$ cat src/rtl/pipe_ctrl_pkg.sv
// Shared pipeline-control definitions: FSM encoding, default limits,
// the bundle of hazard-control strobes and the load-use detection rule.
package pipe_ctrl_pkg;

  typedef enum logic [1:0] {
    ST_RUN  = 2'd0,
    ST_WAIT = 2'd1,
    ST_ERR  = 2'd2
  } pipe_state_e;

  localparam int MEM_TIMEOUT_DEF = 15;
  localparam int CNT_W_DEF       = 16;

  typedef struct packed {
    logic pc_hold;
    logic ifid_hold;
    logic idex_hold;
    logic exmem_hold;
    logic ifid_flush;
    logic idex_bubble;
    logic memwb_bubble;
  } pipe_ctl_t;

  // x0 is hardwired zero, so a load targeting it never creates a dependency.
  function automatic logic load_use_hit(
    input logic       mem_read,
    input logic [4:0] rd,
    input logic [4:0] rs1,
    input logic       rs1_used,
    input logic [4:0] rs2,
    input logic       rs2_used
  );
    logic w_rs1_dep;
    logic w_rs2_dep;
    w_rs1_dep = rs1_used && (rs1 == rd);
    w_rs2_dep = rs2_used && (rs2 == rd);
    return mem_read && (rd != 5'd0) && (w_rs1_dep || w_rs2_dep);
  endfunction

endpackage

$ cat src/rtl/pipe_ctrl_sat_counter.sv
// Saturating up-counter with synchronous active-high clear; holds at all ones.
module sat_counter #(
  parameter int WIDTH = 16
) (
  input  logic             clk,
  input  logic             i_rst,
  input  logic             i_inc,
  output logic [WIDTH-1:0] o_cnt
);

  logic [WIDTH-1:0] r_cnt;
  logic             w_sat;

  assign w_sat = &r_cnt;

  always_ff @(posedge clk) begin
    if (i_rst) begin
      r_cnt <= '0;
    end else if (i_inc && !w_sat) begin
      r_cnt <= r_cnt + WIDTH'(1);
    end
  end

  assign o_cnt = r_cnt;

endmodule

$ cat src/rtl/pipe_ctrl.sv
// Pipeline hazard controller: data-memory wait/timeout FSM, branch flush and
// load-use stall strobes (combinational), plus stall/flush event counters.
//
// state | meaning
// RUN   | normal flow; branch flush and load-use stall may act
// WAIT  | data memory access outstanding; whole pipe frozen
// ERR   | memory timed out; pipe frozen until rst
module pipe_ctrl
  import pipe_ctrl_pkg::*;
#(
  parameter int MEM_TIMEOUT = MEM_TIMEOUT_DEF,
  parameter int CNT_W       = CNT_W_DEF
) (
  input  logic             clk,
  input  logic             rst,
  input  logic             MemRead_ex,
  input  logic [4:0]       rdAddr_ex,
  input  logic [4:0]       rs1Addr_id,
  input  logic [4:0]       rs2Addr_id,
  input  logic             rs1Used_id,
  input  logic             rs2Used_id,
  input  logic             branchTaken_ex,
  input  logic             memReq_mem,
  input  logic             memReady_mem,
  output logic             pcHold,
  output logic             ifidHold,
  output logic             idexHold,
  output logic             exmemHold,
  output logic             ifidFlush,
  output logic             idexBubble,
  output logic             memwbBubble,
  output logic             memErr,
  output logic [CNT_W-1:0] stallCnt,
  output logic [CNT_W-1:0] flushCnt
);

  localparam int WCNT_W = (MEM_TIMEOUT < 2) ? 1 : $clog2(MEM_TIMEOUT + 1);
  localparam logic [WCNT_W-1:0] WCNT_LIMIT = WCNT_W'(MEM_TIMEOUT);

  pipe_state_e       r_state;
  pipe_state_e       w_state_nxt;
  logic [WCNT_W-1:0] r_wait_cnt;
  logic              w_wait_expired;
  logic              w_mem_stall;
  logic              w_load_use;
  pipe_ctl_t         w_ctl;

  assign w_wait_expired = (r_wait_cnt == WCNT_LIMIT);

  assign w_load_use = load_use_hit(MemRead_ex, rdAddr_ex, rs1Addr_id, rs1Used_id,
                                   rs2Addr_id, rs2Used_id);

  always_ff @(posedge clk) begin
    if (rst) begin
      r_state <= ST_RUN;
    end else begin
      r_state <= w_state_nxt;
    end
  end

  always_comb begin
    w_state_nxt = r_state;
    case (r_state)
      ST_RUN: begin
        if (memReq_mem && !memReady_mem) begin
          w_state_nxt = ST_WAIT;
        end
      end
      ST_WAIT: begin
        if (memReady_mem) begin
          w_state_nxt = ST_RUN;
        end else if (w_wait_expired) begin
          w_state_nxt = ST_ERR;
        end
      end
      ST_ERR:  w_state_nxt = ST_ERR;
      // Unused encoding is treated as a fault and frozen like a timeout.
      default: w_state_nxt = ST_ERR;
    endcase
  end

  // Counts WAIT cycles: 1 on the first WAIT cycle, so reaching the limit
  // means MEM_TIMEOUT consecutive WAIT cycles have elapsed.
  always_ff @(posedge clk) begin
    if (rst) begin
      r_wait_cnt <= '0;
    end else if (w_state_nxt == ST_WAIT) begin
      if (r_state == ST_WAIT) begin
        r_wait_cnt <= r_wait_cnt + WCNT_W'(1);
      end else begin
        r_wait_cnt <= WCNT_W'(1);
      end
    end else begin
      r_wait_cnt <= '0;
    end
  end

  always_comb begin
    w_mem_stall = 1'b1;
    case (r_state)
      ST_RUN:  w_mem_stall = memReq_mem && !memReady_mem;
      ST_WAIT: w_mem_stall = !memReady_mem;
      ST_ERR:  w_mem_stall = 1'b1;
      default: w_mem_stall = 1'b1;
    endcase
  end

  // Priority: memory stall freezes everything, then branch flush, then load-use.
  always_comb begin
    w_ctl = '0;
    if (!rst) begin
      if (w_mem_stall) begin
        w_ctl.pc_hold      = 1'b1;
        w_ctl.ifid_hold    = 1'b1;
        w_ctl.idex_hold    = 1'b1;
        w_ctl.exmem_hold   = 1'b1;
        w_ctl.memwb_bubble = 1'b1;
      end else if (branchTaken_ex) begin
        w_ctl.ifid_flush  = 1'b1;
        w_ctl.idex_bubble = 1'b1;
      end else if (w_load_use) begin
        w_ctl.pc_hold     = 1'b1;
        w_ctl.ifid_hold   = 1'b1;
        w_ctl.idex_bubble = 1'b1;
      end
    end
  end

  assign pcHold      = w_ctl.pc_hold;
  assign ifidHold    = w_ctl.ifid_hold;
  assign idexHold    = w_ctl.idex_hold;
  assign exmemHold   = w_ctl.exmem_hold;
  assign ifidFlush   = w_ctl.ifid_flush;
  assign idexBubble  = w_ctl.idex_bubble;
  assign memwbBubble = w_ctl.memwb_bubble;
  assign memErr      = (r_state == ST_ERR);

  sat_counter #(
    .WIDTH (CNT_W)
  ) u_stall_cnt (
    .clk   (clk),
    .i_rst (rst),
    .i_inc (w_ctl.pc_hold),
    .o_cnt (stallCnt)
  );

  sat_counter #(
    .WIDTH (CNT_W)
  ) u_flush_cnt (
    .clk   (clk),
    .i_rst (rst),
    .i_inc (w_ctl.ifid_flush),
    .o_cnt (flushCnt)
  );

endmodule

$ cat config.mk
export PLATFORM = sky130hd
export DESIGN_NAME = pipe_ctrl
export DESIGN_NICKNAME = d
export VERILOG_FILES = /design/src/rtl/pipe_ctrl_pkg.sv /design/src/rtl/pipe_ctrl_sat_counter.sv /design/src/rtl/pipe_ctrl.sv
export SDC_FILE = /design/constraint.sdc
export NUM_CORES = 1
export LEC_CHECK = 0
export ABC_AREA = 1
export BUFFER_PORTS_ARGS = -buffer_cell sky130_fd_sc_hd__buf_2
export CORE_MARGIN = 4
export CORE_UTILIZATION = 53
export DETAILED_ROUTE_END_ITERATION = 10
export PLACE_DENSITY_LB_ADDON = 0.08
export SETUP_SLACK_MARGIN = 0.3
export SYNTH_ARGS = -nofsm -noshare
export SYNTH_HDL_FRONTEND = slang
export SYNTH_SLANG_ARGS = --single-unit
$ cat constraint.sdc
create_clock -name clk -period 1.8 [get_ports clk]
set_clock_uncertainty 0.05 [all_clocks]
set_input_delay 0.18 -clock clk [delete_from_list [all_inputs] [get_ports clk]]
set_output_delay 0.18 -clock clk [all_outputs]
set_load 0.1 [all_outputs]
==> metrics.txt, run 1 <==
RSZ-0062 raised after global routing=yes; first-pass GRT wire length=12300 um; Slew Limit Fails=0; Slew headroom=54.8%; clk_lat worst skew=0.32 ns; syn_area_per_cell=6.56 um^2; initial antenna violation count=0; Register Area=810 um^2; R2R cell count=8; Hold Crit Class=in -> reg; vias per inst=6.29; number of different library cells in the post-synthesis netlist=29; commonest non-fill, non-tap cell in the layout=nand2_1; Achievable Freq=484 MHz; Fin. Hold Viols=0; Setup WS post-layout=-0.266 ns; Peak VDD IR=0.000505 V; drt first pass iters=7; final clock period utilization by the worst path=115%; post-detail-place hpwl=4370 um; worst slew pin tran=0.675 ns; I/O Buffers=62; Netlist Area Pre-Place=2330 um^2; Critical Path Start Type=flip-flop; total global routing track utilization=29.2%; # DRC=0; Synth Register Bits=38; Tmin final=2.07 ns; FP Rows=23; fillers=162; Area growth syn-to-layout=63.5%; non-filler instance count after layout=507; hold_buf cts=0; Ports=63; synthesis warning total=0; max_cap viols=0; Power Dens Cells=502 nW/um^2; Vias=3191; nets=482; die area=5520 um^2; Hold Path Depth=2; Initial DRC Count=418; Worst setup EP type=flip-flop; Routed Wire Length=10700 um; Routed wire per std cell=21.0 um; H-tree level count=2; CTS tree=done; post-synth top area share=32.7%; sequential fraction of the synthesis area=32.7%; largest cells by area after synthesis=dfxtp_1 33%, nand2_1 16%, nand3_1 7.7%; Reg2Reg Setup Slack=-0.27 ns; die width=74.3 um; WP data arrival=2.26 ns; Place WS=0.103 ns; largest area contributor in the netlist=dfxtp_1; clock slew at reported path FFs=0.10 ns; CTS Root Cell=clkbuf_8; clk sinks=38; syn nets=381; area occupied by multi-input gates=1830 um^2; critical-path maximum fanout=4; cell count after synthesis=355; largest buffer count on any clock path=2; DP Cell Count=463; area of the core=4120 um^2; commonest cells after routing, fill and taps aside=79 x nand2_1, 54 x buf_2, 37 x nor2_1, 32 x inv_1, 27 x buf_4; Setup Viol. Count Final=1; number of diodes=0; Final GP Congestion=0.924; Pleak=1.77 nW; total grt overflow=0; Worst Hold Slack=0.234 ns; Final ANT Viol Nets=0; initial core utilization=56.6%; status=finished, violations left; share of post-route cells with drive strength above 1=50.5%; largest net degree at the start of global routing=17; number of global-route vias before repair=2700; Die Y=74.3 um; worst path required time=2.00 ns; failing checks=setup timing; WS Path Type=reg -> reg; cts bufs inserted=5
==> report_power, final <==
part	total (mW)	internal (mW)	switching, mW
combinational	0.441	0.152	0.290
sequential	0.849	0.841	0.00870
clock	0.619	0.276	0.343
==> layout make-up <==
| cell class | instances | area share, % |
|---|---|---|
| flip-flops and latches | 38 | 21.3 |
| clock buffers | 7 | 2.01 |
| multi-input cells | 265 | 48.0 |
| clock inverters | 1 | 0.164 |
| inverters | 40 | 4.17 |
| repair buffers | 106 | 22.8 |
| well taps | 50 | 1.64 |
==> flip-flops by register name, summed over array words and instances, names as in the netlist <==
signal,flops
u_flush_cnt.o_cnt,16
u_stall_cnt.o_cnt,16
r_wait_cnt,4
r_state,2
==> cells in the mapped netlist <==
cell / number
nand2_1: 98
nor2_1: 43
dfxtp_1: 38
inv_1: 37
nand3_1: 36
a21oi_1: 28
xor2_1: 14
xnor2_1: 9
o21ai_0: 8
nor3_1: 6
clkbuf_1: 4
nand4_1: 4
buf_2: 3
buf_4: 3
buf_6: 3
ha_1: 3
inv_2: 3
a31oi_1: 2
nand2_2: 2
nor3_2: 2
a21oi_2: 1
nand2_4: 1
nand3b_1: 1
nand4_4: 1
nor3b_4: 1
nor4_1: 1
nor4_2: 1
o21a_1: 1
o21bai_1: 1
==> routing by layer <==
metal,track usage [%],wire length [um]
met5,0,0
met4,15.2,1020
met3,5.41,990
met2,54.2,5160
met1,31.3,3500
==> worst max-delay path: stages, from the launching register on <==
cell and delay (ns):
dfxtp_4 0.36, buf_4 0.10, buf_4 0.13, nand3_1 0.16, inv_1 0.15, nand3_1 0.10, xor2_1 0.56, nand3_4 0.20
a21oi_2 0.19
==> kinds of logic (layout without fill, tap and decap cells) <==
| kind of cell | count (synthesis) | after routing | share of synthesized area [%] |
|---|---|---|---|
| AO/OA/AOI/OAI | 41 | 41 | 9.30 |
| flip-flops | 38 | 38 | 32.7 |
| buffers and inverters | 53 | 154 | 10.2 |
| adder cells (fa/ha/maj) | 3 | 3 | 1.61 |
| XOR/XNOR | 23 | 23 | 8.66 |
| AND/OR/NAND/NOR | 197 | 198 | 37.6 |
==> what timing repair did <==
| item | in CTS | in global routing |
|---|---|---|
| endpoints found under the setup margin | 39 | 40 |
| gates resized for setup | 45 | 87 |
| cloned | 3 | 0 |
| pin swaps | 26 | 26 |
| setup buffers | 22 | 11 |
==> final timing paths <==
path | start | to
max | u_stall_cnt.o_cnt[0]$_SDFFE_PP0P_ | u_stall_cnt.o_cnt[11]$_SDFFE_PP0P_
min | rst | u_stall_cnt.o_cnt[7]$_SDFFE_PP0P_
max reg2reg | u_stall_cnt.o_cnt[0]$_SDFFE_PP0P_ | u_stall_cnt.o_cnt[11]$_SDFFE_PP0P_
min reg2reg | u_stall_cnt.o_cnt[14]$_SDFFE_PP0P_ | u_stall_cnt.o_cnt[14]$_SDFFE_PP0P_
==> through the flow <==
stage	total power, mW	area [um^2]	TNS (ns)	util (%)
2_1_floorplan	1.10	2470	-5.53	-
3_3_place_gp	1.18	2910	0	70.6
3_5_place_dp	1.18	2910	0	70.6
4_1_cts	1.80	3400	0	82.5
5_1_grt	1.96	3810	-0.509	92.5
6_report	1.91	3810	-0.266	92.5
Note: power is estimated with default switching activity, not from simulation.
==> run 2, diff against run 1 <==
--- a/config.mk
+++ b/config.mk
@@ -9,9 +9,10 @@
 export BUFFER_PORTS_ARGS = -buffer_cell sky130_fd_sc_hd__buf_2
 export CORE_MARGIN = 4
 export CORE_UTILIZATION = 53
+export CTS_BUF_LIST = sky130_fd_sc_hd__clkbuf_4
 export DETAILED_ROUTE_END_ITERATION = 10
 export PLACE_DENSITY_LB_ADDON = 0.08
-export SETUP_SLACK_MARGIN = 0.3
+export SETUP_SLACK_MARGIN = 0.05
 export SYNTH_ARGS = -nofsm -noshare
 export SYNTH_HDL_FRONTEND = slang
 export SYNTH_SLANG_ARGS = --single-unit
==> metrics.txt, run 2 (synthesis gave the netlist of run 1 again) <==
final clock period utilization by the worst path=96.6%; I/O Buffers=62; Worst R2R Start=u_stall_cnt.o_cnt[0]$_SDFFE_PP0P_; Slew Limit Fails=0; total power=1.65 mW; drt first pass iters=5; max_cap viols=0; Area growth syn-to-layout=39.2%; number of global-route vias before repair=2360; R2R cell count=7; largest buffer count on any clock path=2; RSZ-0062 raised after global routing=yes; Final Cell Area=3240 um^2; non-filler instance count after layout=485; first-pass GRT wire length=10100 um; DP Cell Count=464; Worst setup EP type=flip-flop; status=completed; Tmin final=1.74 ns; setup tns final=0 ns; worst slew pin tran=0.499 ns; area of the core=4120 um^2; Ports=63; worst path required time=1.99 ns; Worst Hold Slack=0.0843 ns; Reg2Reg Setup Slack=0.06 ns; H-tree level count=2; nets=461; Die Y=74.3 um; Fin. Hold Viols=0; number of diodes=0; clock slew at reported path FFs=0.11 ns; cts bufs inserted=5; vias per inst=5.46; Hold Crit Class=in -> reg; clk_lat worst skew=0.35 ns; die width=74.3 um; post-detail-place hpwl=4400 um; WP data arrival=1.93 ns; critical-path maximum fanout=6; Critical Path Start Type=flip-flop; total global routing track utilization=23.0%; Peak VDD IR=0.000428 V; Power Dens Cells=508 nW/um^2; commonest non-fill, non-tap cell in the layout=nand2_1; R2R Path End=u_stall_cnt.o_cnt[8]$_SDFFE_PP0P_; Setup Viol. Count Final=0; worst setup path startpoint=u_stall_cnt.o_cnt[0]$_SDFFE_PP0P_; Routed Wire Length=6680 um; CTS tree=done; Vias=2649; Place WS=0.0551 ns; initial antenna violation count=0; WS Path Type=reg -> reg; largest net degree at the start of global routing=23; share of post-route cells with drive strength above 1=36.3%; Initial DRC Count=294; FP Rows=23; CTS Root Cell=clkbuf_4; dpl cell area=2900 um^2; hold_buf cts=0; commonest cells after routing, fill and taps aside=95 x nand2_1, 55 x buf_2, 41 x nor2_1, 33 x inv_1, 24 x nand3_1; Setup WS post-layout=0.0609 ns; initial core utilization=56.6%; Final GP Congestion=0.949; total grt overflow=0; # DRC=0; Worst Hold Launch=rst; Slew headroom=67.0%; Final ANT Viol Nets=0; die area=5520 um^2; clk sinks=38; CP endpoint=u_stall_cnt.o_cnt[8]$_SDFFE_PP0P_; fillers=320; Routed wire per std cell=13.8 um; Achievable Freq=575 MHz; Pleak=1.45 nW; Util after Layout=78.7%
[run 2: what timing repair did]
item / in CTS / in global routing
pin swaps: 1 / 19
setup endpoints to repair: 7 / 35
cloned: 1 / 2
setup buffers: 2 / 9
resized for setup: 5 / 33
hold endpoints to repair: 0 / 0
[run 2: how the worst min path moves through the flow]
| stage | slack, ns | end | depth (start not counted) |
|---|---|---|---|
| after global routing | 0.09 | u_flush_cnt.o_cnt[9]$_SDFFE_PP0P_ | 2 |
| after global placement | 0.40 | u_flush_cnt.o_cnt[0]$_SDFFE_PP0P_ | 1 |
| after CTS | 0.07 | u_flush_cnt.o_cnt[9]$_SDFFE_PP0P_ | 2 |
| final | 0.08 | u_flush_cnt.o_cnt[9]$_SDFFE_PP0P_ | 2 |
| after detailed placement | 0.40 | r_wait_cnt[0]$_SDFF_PP0_ | 1 |
| after floorplan | 0.39 | r_wait_cnt[0]$_SDFF_PP0_ | 1 |
[run 2: worst max-delay path: stages (launching register included)]
cell and delay [ns]:
dfxtp_4 0.40, ha_4 0.16, nand2_4 0.05, nor3b_4 0.34
nand4_4 0.25, buf_6 0.22, nand3_1 0.10, a21oi_2 0.06
[run 2: layout make-up]
cell class / instances / area [um^2] / area share [%]
repair buffers: 84 / 633 / 19.5
multi-input cells: 266 / 1530 / 47.3
inverters: 40 / 156 / 4.83
flip-flops and latches: 38 / 807 / 24.9
clock buffers: 6 / 45.0 / 1.39
well taps: 50 / 62.6 / 1.93
clock inverters: 1 / 3.75 / 0.116
[run 2: layer usage]
layer	share of wire (%)	vias to the layer above	track usage (%)
li1	-	1300	-
met1	42	1206	28.4
met2	50	128	40.7
met3	6.9	15	3.78
met4	1.4	0	7.11
met5	0	-	0
[run 2: power breakdown]
| group | switching [mW] | internal [mW] |
|---|---|---|
| Sequential | 0.0117 | 0.842 |
| Combinational | 0.233 | 0.127 |
| Clock | 0.277 | 0.157 |
